`src/rtl/binarization_pkg.sv`:
```
// Shared encodings for the image binarization datapath:
// threshold modes and the threshold scheduler FSM states.
package binarization_pkg;

  localparam logic [1:0] MODE_FIXED    = 2'd0;
  localparam logic [1:0] MODE_ADAPTIVE = 2'd1;
  localparam logic [1:0] MODE_HYST     = 2'd2;
  localparam logic [1:0] MODE_RSVD     = 2'd3;

  typedef enum logic [1:0] {
    ST_IDLE,
    ST_ACCUM,
    ST_CALC,
    ST_HOLD
  } thr_state_e;

endpackage

```
`src/rtl/binarization_mean_acc.sv`:
```
// Window accumulator: sums 2**SAMPLE_LOG2 edge magnitudes
// and reports the mean once the window is full.
module binarization_mean_acc #(
  parameter int unsigned PIXEL_WIDTH = 8,
  parameter int unsigned SAMPLE_LOG2 = 8
) (
  input  logic                   clk,
  input  logic                   rst_n,
  input  logic                   clear,
  input  logic                   add,
  input  logic [PIXEL_WIDTH-1:0] magnitude,
  output logic                   done,
  output logic [PIXEL_WIDTH-1:0] mean
);

  localparam int unsigned SUM_W = PIXEL_WIDTH + SAMPLE_LOG2;
  localparam int unsigned CNT_W = SAMPLE_LOG2 + 1;
  localparam int unsigned WIN   = 1 << SAMPLE_LOG2;

  logic [SUM_W-1:0] sum_q;
  logic [CNT_W-1:0] cnt_q;
  logic [SUM_W-1:0] mag_ext;

  assign mag_ext = SUM_W'(magnitude);

  always_ff @(posedge clk or negedge rst_n) begin
    if (!rst_n) begin
      sum_q <= '0;
      cnt_q <= '0;
    end else if (clear) begin
      // a pixel on the restart cycle is sample 1 of the new window
      sum_q <= add ? mag_ext : '0;
      cnt_q <= add ? CNT_W'(1) : '0;
    end else if (add) begin
      sum_q <= sum_q + mag_ext;
      cnt_q <= cnt_q + CNT_W'(1);
    end
  end

  assign done = add && !clear
             && (cnt_q == CNT_W'(WIN - 1));
  assign mean = sum_q[SUM_W-1:SAMPLE_LOG2];

endmodule

```
`src/rtl/binarization_threshold_ctrl.sv`:
```
// Frame-synchronous threshold scheduler: measures mean edge
// strength per frame and commits threshold/mode at frame starts.
module binarization_threshold_ctrl
  import binarization_pkg::*;
#(
  parameter int unsigned PIXEL_WIDTH       = 8,
  parameter int unsigned SAMPLE_LOG2       = 8,
  parameter int unsigned DEFAULT_THRESHOLD = 100,
  parameter int unsigned MIN_THR           = 16,
  parameter int unsigned MAX_THR           = 240
) (
  input  logic                   clk,
  input  logic                   rst_n,
  input  logic                   frame_start,
  input  logic [PIXEL_WIDTH-1:0] edge_magnitude,
  input  logic                   edge_valid,
  input  logic [PIXEL_WIDTH-1:0] cfg_threshold,
  input  logic [1:0]             cfg_mode,
  input  logic                   cfg_auto_en,
  input  logic [PIXEL_WIDTH-1:0] cfg_offset,
  output logic [PIXEL_WIDTH-1:0] threshold,
  output logic [1:0]             threshold_mode,
  output logic [PIXEL_WIDTH-1:0] auto_threshold,
  output logic                   stats_valid
);

  localparam int unsigned PW = PIXEL_WIDTH;

  thr_state_e state_q, state_d;

  logic          add;
  logic          done;
  logic [PW-1:0] mean;
  logic [PW:0]   t_sum;
  logic [PW:0]   t_clamp;

  assign add = edge_valid
            && (frame_start || state_q == ST_ACCUM);

  binarization_mean_acc #(
    .PIXEL_WIDTH (PIXEL_WIDTH),
    .SAMPLE_LOG2 (SAMPLE_LOG2)
  ) u_acc (
    .clk       (clk),
    .rst_n     (rst_n),
    .clear     (frame_start),
    .add       (add),
    .magnitude (edge_magnitude),
    .done      (done),
    .mean      (mean)
  );

  always_comb begin
    t_sum   = {1'b0, mean} + {1'b0, cfg_offset};
    t_clamp = t_sum;
    if (t_clamp > (PW+1)'(MAX_THR))
      t_clamp = (PW+1)'(MAX_THR);
    if (t_clamp < (PW+1)'(MIN_THR))
      t_clamp = (PW+1)'(MIN_THR);
  end

  always_ff @(posedge clk or negedge rst_n) begin
    if (!rst_n) state_q <= ST_IDLE;
    else        state_q <= state_d;
  end

  always_comb begin
    state_d = state_q;
    unique case (state_q)
      ST_IDLE:  state_d = ST_IDLE;
      ST_ACCUM: if (done) state_d = ST_CALC;
      ST_CALC:  state_d = ST_HOLD;
      ST_HOLD:  state_d = ST_HOLD;
      default:  state_d = ST_IDLE;
    endcase
    if (frame_start) state_d = ST_ACCUM;
  end

  always_ff @(posedge clk or negedge rst_n) begin
    if (!rst_n) begin
      threshold      <= PW'(DEFAULT_THRESHOLD);
      auto_threshold <= PW'(DEFAULT_THRESHOLD);
      threshold_mode <= MODE_FIXED;
      stats_valid    <= 1'b0;
    end else begin
      stats_valid <= (state_q == ST_CALC);
      if (state_q == ST_CALC)
        auto_threshold <= t_clamp[PW-1:0];
      // commit sees the pre-update auto value
      if (frame_start) begin
        threshold_mode <= (cfg_mode == MODE_RSVD)
                        ? MODE_FIXED : cfg_mode;
        threshold <= cfg_auto_en
                   ? auto_threshold : cfg_threshold;
      end
    end
  end

endmodule

```
`config.mk`:
```
export PLATFORM = sky130hd
export DESIGN_NAME = binarization_threshold_ctrl
export DESIGN_NICKNAME = d
export VERILOG_FILES = /design/src/rtl/binarization_pkg.sv /design/src/rtl/binarization_mean_acc.sv /design/src/rtl/binarization_threshold_ctrl.sv
export SDC_FILE = /design/constraint.sdc
export NUM_CORES = 1
export LEC_CHECK = 0
export BUFFER_PORTS_ARGS = -buffer_cell sky130_fd_sc_hd__buf_2
export CORE_MARGIN = 2
export CORE_UTILIZATION = 30
export DETAILED_ROUTE_END_ITERATION = 16
export PLACE_DENSITY = 0.5
export SLEW_MARGIN = 20
export SYNTH_ARGS = -nofsm -noshare
export SYNTH_HDL_FRONTEND = slang
export SYNTH_HIERARCHICAL = 1
export SYNTH_SLANG_ARGS = --single-unit
```
`constraint.sdc`:
```
create_clock -name clk -period 2.76 [get_ports clk]
set_input_delay 0.552 -clock clk [delete_from_list [all_inputs] [get_ports clk]]
set_output_delay 0.552 -clock clk [all_outputs]
set_load 0.01 [all_outputs]
```
* After elaboration in Yosys (flattened, before gate mapping)
Cells that the tools add are included.
W data, S select, Z words.
** Cells by class
- Multiplexer cells :: 13
- Equality and inequality tests :: 6
- $lt $le $gt $ge :: 2
- $add $sub $neg :: 3
- Reduce and logical (&&, ||, !) cells :: 8
** Operators with widths (count)
- $mux W16 :: 2
- $mux W9 :: 3
- $mux W8 :: 3
- $add A16 B8 Y16 :: 1
- $add A8 B8 Y9 :: 1
- $add A9 B1 Y9 const B :: 1
- $eq A9 B8 Y1 const B :: 1
- $gt A9 B8 Y1 const B :: 1
- $lt A9 B5 Y1 const B :: 1
- $eq A2 B2 Y1 const B :: 3
- $mux W2 :: 3
- $pmux W2 S3 :: 1
- $logic_and A1 B1 Y1 :: 3
- $ne A3 B3 Y1 const B :: 1
- $eq A2 B1 Y1 const B :: 1
- $logic_not A2 Y1 :: 1
- $reduce_bool A2 Y1 :: 1
- $reduce_or A2 Y1 :: 1
- $logic_not A1 Y1 :: 1
- $logic_or A1 B1 Y1 :: 1
- $mux W1 :: 1
** Storage, ports and cells
- Input port bits :: 31
- Flip-flop bits (word level) :: 46
- Word-level logic and storage cells :: 39
- Output and inout bits :: 19

* Logic depth before layout (Yosys ltp)
- Word-level depth :: 8
- Gate-level depth with buffers :: 10
- Mapped depth without buffers :: 9

* Hierarchy
The synthesis kept the hierarchy.
** By module, submodules not included
- binarization_mean_acc :: instances 1, area an instance 1651.6 µm², seq. area each 625.6 µm², cells an instance 172
- binarization_threshold_ctrl :: instances 1, area an instance 1296.2 µm², seq. area each 533.0 µm², cells an instance 134

* Least setup slack after synthesis
No wires, ideal clock.
- Path type :: input to register
- Start point :: in cfg_offset[0]
- End point :: reg auto_threshold[3]
- Stages on the path :: 9
- Slack :: 402 ps
- Buffers on the path :: 0
- Arrival :: 2230 ps
- Required time :: 2632 ps
- Setup time :: 128 ps
- Path through :: ha_1 -> inv_1 -> fa_1 -> nand2b_1 -> a21o_1 -> a311oi_2 -> nand3_2 -> o211ai_4 -> o31ai_1
** On the way
- Longest elaborated chain between the ends :: 5
** RTL lines
- start, declared :: line binarization_threshold_ctrl.sv:20 : input logic [PIXEL_WIDTH-1:0] cfg_offset,
- $add A8 B8 Y9 * :: line binarization_threshold_ctrl.sv:54 : t_sum = {1'b0, mean} + {1'b0, cfg_offset};
- $gt A9 B8 Y1 :: line binarization_threshold_ctrl.sv:56 : if (t_clamp > (PW+1)'(MAX_THR))
- $mux W9 * :: line binarization_threshold_ctrl.sv:56
- $lt A9 B5 Y1 :: line binarization_threshold_ctrl.sv:58 : if (t_clamp < (PW+1)'(MIN_THR))
- $mux W8 * :: line binarization_threshold_ctrl.sv:58
- end signal, assigned :: line binarization_threshold_ctrl.sv:82 : auto_threshold <= PW'(DEFAULT_THRESHOLD);
- end signal, assigned :: line binarization_threshold_ctrl.sv:88 : auto_threshold <= t_clamp[PW-1:0];
- end, declared :: line binarization_threshold_ctrl.sv:23 : output logic [PIXEL_WIDTH-1:0] auto_threshold,
Every way passes the cells marked *; elsewhere a longest branch is shown, timed or not.
A chain may end at the register's enable or synchronous reset.

* Final worst setup path
- Start point :: reg u_acc.sum_q[8]
- End point :: reg auto_threshold[2]
** On the way
- Longest elaborated chain between the ends :: 5
** RTL lines
- start, declared :: line binarization_mean_acc.sv:20 : logic [SUM_W-1:0] sum_q;
- start signal, assigned :: line binarization_mean_acc.sv:32 : sum_q <= add ? mag_ext : '0;
- start signal, assigned :: line binarization_mean_acc.sv:35 : sum_q <= sum_q + mag_ext;
- $add A8 B8 Y9 * :: line binarization_threshold_ctrl.sv:54
- $gt A9 B8 Y1 :: line binarization_threshold_ctrl.sv:56
- $mux W9 * :: line binarization_threshold_ctrl.sv:56
- $lt A9 B5 Y1 :: line binarization_threshold_ctrl.sv:58
- $mux W8 * :: line binarization_threshold_ctrl.sv:58
Marks and branches as above.

==> summary.txt <==
Status
  • Status: finished, final reports clean

Global routing
  • Number of global-route vias before repair: around 2300
  • Pin count of the biggest net entering global routing: 52
  • First-pass GRT wire length: slightly above 10 mm
  • Total track usage: 0.123
  • Initial antenna violation count: 0
  • GRT overflow: 0

Timing
  • Worst slew margin: 0.637
  • Clock Skew: 9.30 ps
  • Period utilisation layout: 0.923
  • Setup slack after layout: ~210 ps
  • Minimum clock period: 2550 ps
  • Actual slew at the worst max-slew pin: 545 ps
  • Final setup TNS: 0 ps
  • RSZ-0062 raised after global routing: false
  • Final hold vios: 0
  • Max Clk Rate: 0.393 GHz
  • Final Setup Violations: 0
  • Max Slew Vio Count: 0

Power and ir drop
  • Switching power share of the total: 0.298
  • P_sw: ~490 uW
  • Cell Int Power: 1.17 mW
  • Clock power frac: 0.308
  • Leakage: around 1.5 nW
  • Logic gate share of total power: 0.236
  • Register share of total power: 0.456
  • Peak VDD IR: 0.185 mV
  • PD cells: 490 nW/um2
  • Final Total Pwr: 1.66 mW

Detailed routing
  • Post-DR vias/cell: 4.78
  • Vias: 2300
  • WL final: 6.18 mm
  • DRT Pass-1 Iters: 4
  • Drt wl/cell: 12.9 um
  • Final ANT Viol Nets: 0
  • # DRC: 0
  • DRT iter0 DRCs: 57

Setup path
  • Worst r2r src: u_acc/sum_q[8]$_DFFE_PN0P_
  • R2r setup slk: 210 ps
  • Setup CP Type: register to register
  • Critical path capture point: auto_threshold[2]$_DFFE_PN1P_
  • Startpoint Class: register
  • FF-to-FF path depth: 9
  • Worst EP required: 2970 ps
  • Crit path launch: u_acc/sum_q[8]$_DFFE_PN0P_
  • Reg2reg end: auto_threshold[2]$_DFFE_PN1P_
  • Crit Path Max Fanout: 4
  • Critical Path End Type: register
  • Critical path arrival: 2750 ps

CTS
  • CTS tree: built
  • Max H-tree Level: 2
  • Clock buffer depth: 2
  • CTS buffer count: 5
  • CTS Root Cell: clkbuf_8
  • Clock Latency Late Sink: 300 ps
  • Hold_buf cts: 0
  • Clock Sinks: 46
  • Post-cts sizing count: 0
  • Clk pin slew, worst setup/hold paths: 90 ps
  • Post-CTS Setup Bufs: 0

Run
  • # Max-Cap Violations: 0

Yosys
  • Post-synth top area share: 0.340
  • Number of synthesized flops with an enable pin: 0
  • Avg Inst Size Synth: 9.63 um2
  • Syn Nets: 357
  • Post-synth top flop: dfrtp_1
  • Synthesis-stage register bit count: 46
  • Synth unique cells: 59
  • Top post-synthesis cells by area: dfrtp_1, ha_1, dfstp_2, nor2_1, mux2i_1
  • Largest area contributor in the netlist: dfrtp_1
  • Synthesized area: 2950 um2
  • Synth warn: 6
  • Sequential share of the synthesized area: 0.393
  • Async S/R FF share, synth: 1.00
  • Mapped Cells: 306
  • Most frequent cells after synthesis: dfrtp_1, nor2_1, a21oi_1, ha_1, nand2_1

Cells and area
  • # fillers: a little over 1000
  • FF+latch area: 1160 um2
  • N_diodes: 0
  • Multi-input gate area: 1630 um2
  • Share of cells above drive strength 1: 0.227
  • Area grow syn2layout: 14.9%
  • Layout Nets: 398

Placement
  • I/O Buffers: 49
  • HPWL after DPL: 4.75 mm
  • Routability Congestion: 0.845
  • Placement Setup Slack: between 100 and 150 ps

Floorplanning
  • # rows: 36
  • Total core area: 9640 um2
  • IO Pins: 50
  • Die area: 10600 um2
  • Die Height: 103 um
  • Die Width: 103 um
  • Initial core utilization: 0.306

Min path
  • Hold WC Path Type: primary input to asynchronous set/reset pin
-- cell usage in the layout, fill, tap and decap left out, types with 3 or more instances in the layout --
cell / netlist / routed
nand3_1: 5 / 5
nand2_1: 17 / 17
xnor2_1: 12 / 12
xor2_1: 10 / 10
inv_1: 11 / 11
a21oi_1: 20 / 20
buf_4: 9 / 4
or3_1: 3 / 3
nor2_1: 40 / 40
mux2i_1: 13 / 13
nand4_1: 4 / 4
o2bb2ai_1: 4 / 4
a31oi_1: 5 / 5
and3_1: 3 / 3
clkbuf_8: 0 / 5
a21o_1: 6 / 6
a211oi_1: 3 / 3
dfrtp_1: 40 / 40
buf_2: 1 / 49
o211ai_1: 4 / 4
o31ai_1: 4 / 4
o21ai_1: 4 / 4
o21ai_0: 14 / 14
dfstp_2: 6 / 6
ha_1: 18 / 18
nand2b_1: 3 / 3
-- state kept, by name, summed over array words and instances (netlist names) --
name            count
stats_valid         1
threshold_mode      2
auto_threshold      8
threshold           8
u_acc/sum_q        16
u_acc/cnt_q         9
state_q             2
-- cell families after synthesis --
logic type / after synthesis / synth area share
and+or+nand+nor: 90 / 0.153
buffers and inverters: 30 / 0.0526
muxes: 13 / 0.0441
xor gates and xnor gates: 22 / 0.0654
DFF: 46 / 0.393
AOI/OAI and AO/OA: 85 / 0.202
adders and majority gates: 20 / 0.0900
-- power by group through the flow --
stage               clock network (mW)  registers [mW]  logic, mW
detailed placement                   0           0.769      0.395
CTS                              0.536           0.757      0.397
floorplan                            0           0.771      0.280
finish                           0.512           0.756      0.392
global placement                     0           0.768      0.392
global route                     0.565           0.764      0.445
-- per-stage QoR --
| stage | util | hold WS [ps] | cells | instance area [um2] |
|---|---|---|---|---|
| after floorplan | - | 256 | 306 | 2950 |
| after global placement | 0.340 | 476 | 473 | 3280 |
| after detailed placement | 0.340 | 477 | 473 | 3280 |
| after CTS | 0.352 | 248 | 481 | 3390 |
| after global routing | 0.352 | 261 | 481 | 3390 |
| final | 0.352 | 225 | 481 | 3390 |
-- worst min path at each step --
stage,start,to,slack (ps),cells past startpoint
finish,rst_n,u_acc/sum_q[0]$_DFFE_PN0P_,220,1
global placement,threshold[2]$_DFFE_PN1P_,threshold[2]$_DFFE_PN1P_,480,2
detailed placement,threshold[5]$_DFFE_PN1P_,threshold[5]$_DFFE_PN1P_,480,2
global route,rst_n,u_acc/sum_q[0]$_DFFE_PN0P_,260,1
CTS,rst_n,u_acc/sum_q[2]$_DFFE_PN0P_,250,1
floorplan,rst_n,auto_threshold[0]$_DFFE_PN0P_,260,0
-- cell type report --
class / instances / area share
clock inverters: 3 / 0.0129
flip-flops and latches: 46 / 0.342
repair buffers: 53 / 0.0812
clock buffers: 5 / 0.0203
multi-input cells: 230 / 0.482
well taps: 133 / 0.0491
inverters: 11 / 0.0122
-- critical path: stages (launching register included) --
cell	delay, ps
dfrtp_1	490
ha_1	230
inv_1	60
fa_1	380
nand2b_1	190
a2111oi_1	440
a311oi_2	130
nand3_2	140
o211ai_4	90
o31ai_1	290
-- metal layers --
metal	part of all wire	vias to the layer above	track usage
met5	0	-	0
met4	0.023	0	0.0486
met3	0.028	8	0.0224
met2	0.46	37	0.200
met1	0.49	1083	0.163
li1	-	1172	-
(Power assumes the default switching activity.)
